===== src/rtl/alu_pkg.sv =====
// Shared constants for the 1-bit ALU slice.
// Opcode encodings used by every slice in the chain.
package alu_pkg;

    localparam logic [1:0] OP_AND = 2'b00;
    localparam logic [1:0] OP_OR  = 2'b01;
    localparam logic [1:0] OP_ADD = 2'b10;
    localparam logic [1:0] OP_XOR = 2'b11;

endpackage


===== src/rtl/full_adder_1bit.sv =====
// One-bit full adder used inside each ALU slice.
// Pure combinational sum and majority carry.
module full_adder_1bit (
    input  logic a,
    input  logic b,
    input  logic cin,
    output logic sum,
    output logic cout
);

    assign sum  = a ^ b ^ cin;
    assign cout = (a & b) | (a & cin) | (b & cin);

endmodule


===== src/rtl/alu_1bit.sv =====
// One-bit ALU slice: AND/OR/ADD/XOR with carry chain.
// Combinational outputs plus a registered, reset-clean copy.
module alu_1bit
    import alu_pkg::*;
(
    input  logic       clk,
    input  logic       rst_n,
    input  logic       a,
    input  logic       b,
    input  logic       cin,
    input  logic       BInvert,
    input  logic [1:0] Operation,
    output logic       Result,
    output logic       cout,
    output logic       Result_r,
    output logic       cout_r
);

    logic bb;
    logic sum;

    // inverted operand feeds every op, so SUB and NAND-style tricks share it
    assign bb = b ^ BInvert;

    full_adder_1bit u_fa (
        .a    (a),
        .b    (bb),
        .cin  (cin),
        .sum  (sum),
        .cout (cout)
    );

    // 4:1 result select; carry is produced regardless of opcode
    always_comb begin
        Result = 1'b0;
        unique case (1'b1)
            (Operation == OP_AND): Result = a & bb;
            (Operation == OP_OR):  Result = a | bb;
            (Operation == OP_ADD): Result = sum;
            (Operation == OP_XOR): Result = a ^ bb;
            default:               Result = 1'b0;
        endcase
    end

    // registered copy of the slice outputs, cleared asynchronously
    always_ff @(posedge clk or negedge rst_n) begin
        if (!rst_n) begin
            Result_r <= 1'b0;
            cout_r   <= 1'b0;
        end else begin
            Result_r <= Result;
            cout_r   <= cout;
        end
    end

endmodule


===== config.mk =====
export PLATFORM = sky130hd
export DESIGN_NAME = alu_1bit
export DESIGN_NICKNAME = d
export VERILOG_FILES = /design/src/rtl/alu_pkg.sv /design/src/rtl/full_adder_1bit.sv /design/src/rtl/alu_1bit.sv
export SDC_FILE = /design/constraint.sdc
export NUM_CORES = 1
export LEC_CHECK = 0
export ABC_AREA = 1
export CORE_AREA = 4 4 41 43
export CTS_BUF_LIST = sky130_fd_sc_hd__clkbuf_8
export CTS_CLUSTER_DIAMETER = 30
export DETAILED_ROUTE_END_ITERATION = 8
export DIE_AREA = 0 0 45 47
export PLACE_DENSITY_LB_ADDON = 0.3
export SYNTH_ARGS = -nofsm -noshare
export SYNTH_HDL_FRONTEND = slang
export SYNTH_HIERARCHICAL = 1
export SYNTH_SLANG_ARGS = --single-unit

===== constraint.sdc =====
create_clock -name clk -period 2.55 [get_ports clk]
set_input_delay 0.6375 -clock clk [delete_from_list [all_inputs] [get_ports clk]]
set_output_delay 0.6375 -clock clk [all_outputs]
set_load 0.01 [all_outputs]

==> report_table.html <==
<table>
<tr><th>Metric</th><th>Value</th></tr>
<tr><th colspan="2">Run status</th></tr>
<tr><td>Result of the run</td><td>completed</td></tr>
<tr><th colspan="2">Clocking</th></tr>
<tr><td>CTS Sinks</td><td>2</td></tr>
<tr><td>H-tree levels</td><td>1</td></tr>
<tr><td>Reg clk slew, reported paths</td><td>0.03 ns</td></tr>
<tr><td>CTS tree</td><td>done</td></tr>
<tr><td>CTS Root Cell</td><td>clkbuf_8</td></tr>
<tr><td>Buffer depth of the longest clock path</td><td>2</td></tr>
<tr><td>Number of buffers created by CTS</td><td>3</td></tr>
<tr><th colspan="2">Cells and area</th></tr>
<tr><td>Utilization of the core after routing</td><td>26.7%</td></tr>
<tr><td>Layout cells sized above 1</td><td>28.9%</td></tr>
<tr><td>Most frequent cells in the layout</td><td>inv_1, nand2_1, clkdlybuf4s50_1</td></tr>
<tr><td>Most common library cell in the layout ignoring fill and taps</td><td>inv_1</td></tr>
<tr><td>Ant diodes</td><td>0</td></tr>
<tr><td>Design Area, Final</td><td>348 sq um</td></tr>
<tr><td>Relative area change from synthesis to final layout</td><td>119%</td></tr>
<tr><td>Number of filler cells placed in the layout</td><td>159</td></tr>
<tr><td>Total number of nets in the final design</td><td>51</td></tr>
<tr><th colspan="2">Placement</th></tr>
<tr><td>Hpwl dp</td><td>294 um</td></tr>
<tr><td>Count of port buffers added during placement</td><td>11</td></tr>
<tr><td>Routability-driven placement congestion ratio</td><td>0.562</td></tr>
<tr><td>Placed Instance Area</td><td>295 sq um</td></tr>
<tr><th colspan="2">Critical path</th></tr>
<tr><td>CP Launch Point</td><td>a</td></tr>
<tr><td>CP Class</td><td>in -&gt; out</td></tr>
<tr><td>Crit. End Element</td><td>output pin</td></tr>
<tr><td>Master of the slowest instance on the critical path</td><td>fa_1</td></tr>
<tr><td>Top Family by Delay on Critical Path</td><td>adder cells</td></tr>
<tr><td>Count of buffering cells on the critical path with inverters included</td><td>3</td></tr>
<tr><td>Endpoint required time on the critical path</td><td>1.91 ns</td></tr>
<tr><td>Kind of start point of the critical path</td><td>primary input</td></tr>
<tr><td>Critical Path AT</td><td>1.81 ns</td></tr>
<tr><td>Cell repeated most along the worst path</td><td>nand2_1</td></tr>
<tr><td>Crit-path cells</td><td>dlygate4sd2_1 &gt; fa_1 &gt; inv_1 &gt; nand2_1 &gt; nand3_1 &gt; nand2_1 &gt; buf_2</td></tr>
<tr><td>Maximum fanout along the worst path</td><td>3</td></tr>
<tr><td>Worst stage delay on the critical path</td><td>0.53 ns</td></tr>
<tr><th colspan="2">Timing</th></tr>
<tr><td>Worst Max-Slew Pin Slew</td><td>0.163 ns</td></tr>
<tr><td>Final worst-path cycle share</td><td>95.9%</td></tr>
<tr><td>Slew margin rel.</td><td>89.1%</td></tr>
<tr><td>F_max</td><td>409 MHz</td></tr>
<tr><td>Setup-failing EPs final</td><td>0</td></tr>
<tr><td>Crit path time final</td><td>2.45 ns</td></tr>
<tr><td>RSZ-0062 raised after global routing</td><td>false</td></tr>
<tr><td>Total negative setup slack</td><td>0 ns</td></tr>
<tr><td>Count of final max-slew check failures</td><td>0</td></tr>
<tr><td>Total count of hold-check failures in the final report</td><td>0</td></tr>
<tr><th colspan="2">Synthesis</th></tr>
<tr><td>Register bit total from synthesis</td><td>2</td></tr>
<tr><td>Portion of the post-synthesis area used by sequential elements</td><td>31.5%</td></tr>
<tr><td>Cell variety after synth</td><td>7</td></tr>
<tr><td>Total nets after synthesis</td><td>31</td></tr>
<tr><td>Mapped Area</td><td>159 sq um</td></tr>
<tr><td>Mapped Cells</td><td>20</td></tr>
<tr><td>Average cell area after synthesis</td><td>7.95 sq um</td></tr>
<tr><td>Ys Warns</td><td>6</td></tr>
<tr><th colspan="2">Die</th></tr>
<tr><td>X dimension of the die</td><td>45 um</td></tr>
<tr><td>Area of the die</td><td>2120 sq um</td></tr>
<tr><td>Initial core utilization</td><td>12.2%</td></tr>
<tr><td>Number of cell rows</td><td>13</td></tr>
<tr><td>Vertical die dimension</td><td>47 um</td></tr>
<tr><td>Placeable Area</td><td>1300 sq um</td></tr>
<tr><td>Boundary Pins</td><td>12</td></tr>
<tr><th colspan="2">Global routing</th></tr>
<tr><td>First-pass GRT wire length</td><td>627 um</td></tr>
<tr><td>All-Layer GR Usage</td><td>4.90%</td></tr>
<tr><td>Number of global-route vias before repair</td><td>176</td></tr>
<tr><td>Final global-route overflow total</td><td>0</td></tr>
<tr><td>Pin count of the biggest net entering global routing</td><td>4</td></tr>
<tr><td>Number of antenna violations at the first check in global routing</td><td>0</td></tr>
<tr><th colspan="2">Drt</th></tr>
<tr><td>WL per Instance</td><td>6.91 um</td></tr>
<tr><td>Remaining antenna violation count after routing</td><td>0</td></tr>
<tr><td>Detailed router's first-iteration violation count</td><td>1</td></tr>
<tr><td>Vias per cell</td><td>3.13</td></tr>
<tr><td>TritonRoute pass-1 iters</td><td>2</td></tr>
<tr><td>Sum of routed wire length over all layers</td><td>366 um</td></tr>
<tr><td>Vias after detailed routing</td><td>166</td></tr>
<tr><td>Detailed-route DRC error count</td><td>0</td></tr>
<tr><th colspan="2">Power</th></tr>
<tr><td>PD cells</td><td>614 nW/um^2</td></tr>
<tr><td>Final Power</td><td>213 uW</td></tr>
<tr><td>Leakage power summed over all cells</td><td>0.192 nW</td></tr>
<tr><td>Worst VDD drop</td><td>166 uV</td></tr>
<tr><th colspan="2">Hold path</th></tr>
<tr><td>Path class of the lowest-slack min-delay path</td><td>in -&gt; async</td></tr>
<tr><th colspan="2">Run</th></tr>
<tr><td>Number of max-capacitance violations reported</td><td>0</td></tr>
</table>
## kinds of logic (layout without fill, tap and decap cells)
group	Yosys count	count (layout)	share of synthesized area, %
simple gates	7	7	18.1
buf+inv	7	25	16.5
fa+ha+maj	3	3	28.3
flops	2	2	31.5
xor+xnor	1	1	5.51
## final cells by class
class | count | area [sq um] | share of cell area [%]
clock buffers | 3 | 41.3 | 11.9
inverters | 7 | 26.3 | 7.55
multi-input cells | 11 | 90.1 | 25.9
flip-flops and latches | 2 | 50.0 | 14.4
well taps | 15 | 18.8 | 5.40
repair buffers | 15 | 121 | 34.9
## synth_stat cells
master / n / area [sq um]
dfrtp_1: 2 / 50.1
fa_1: 1 / 20.0
ha_1: 2 / 25.0
inv_1: 7 / 26.3
nand2_1: 5 / 18.8
nand3_1: 2 / 10.0
xor2_1: 1 / 8.76
## sequential cells by signal (all words and copies together), names as in the netlist
name / cells
Result_r: 1
cout_r: 1
## what timing repair did
item	4_1_cts	5_1_grt
pin swaps	2	3
gates resized for setup	10	4
hold buffers	0	0
setup endpoints to repair	2	1
buffers inserted	1	2
## through the flow
step / std cells / hold slack [ns] / setup slack (ns)
after global placement: 47 / 0.813 / -0.638
after floorplan: 20 / 0.342 / 0.336
final: 53 / 0.594 / 0.104
after CTS: 51 / 0.592 / -0.0142
after global routing: 53 / 0.588 / 0.0157
after detailed placement: 47 / 0.811 / -0.675
## metal layers
layer  global-route usage [%]  wire (um)  vias to the layer above
li1                         -          -                       91
met1                     3.64        125                       68
met2                     6.78        193                        7
met3                     1.53         48                        0
met4                     10.5          0                        0
met5                        0          0                        -
## worst max-delay path by stage
stage	endpoint	slack (ns)	cells past startpoint
2_1_floorplan	Result	0.34	6
3_3_place_gp	Result	-0.64	8
3_5_place_dp	Result	-0.67	8
4_1_cts	Result	-0.01	8
5_1_grt	Result	0.02	7
6_report	Result	0.10	7
## where the power goes
part	leakage (nW)	total [mW]	switching, mW	internal [mW]
sequential	0.0234	0.0365	0.000750	0.0358
combinational	0.147	0.0548	0.0226	0.0322
clock	0.0216	0.122	0.0225	0.0996
Note: power is estimated with default switching activity, not from simulation.
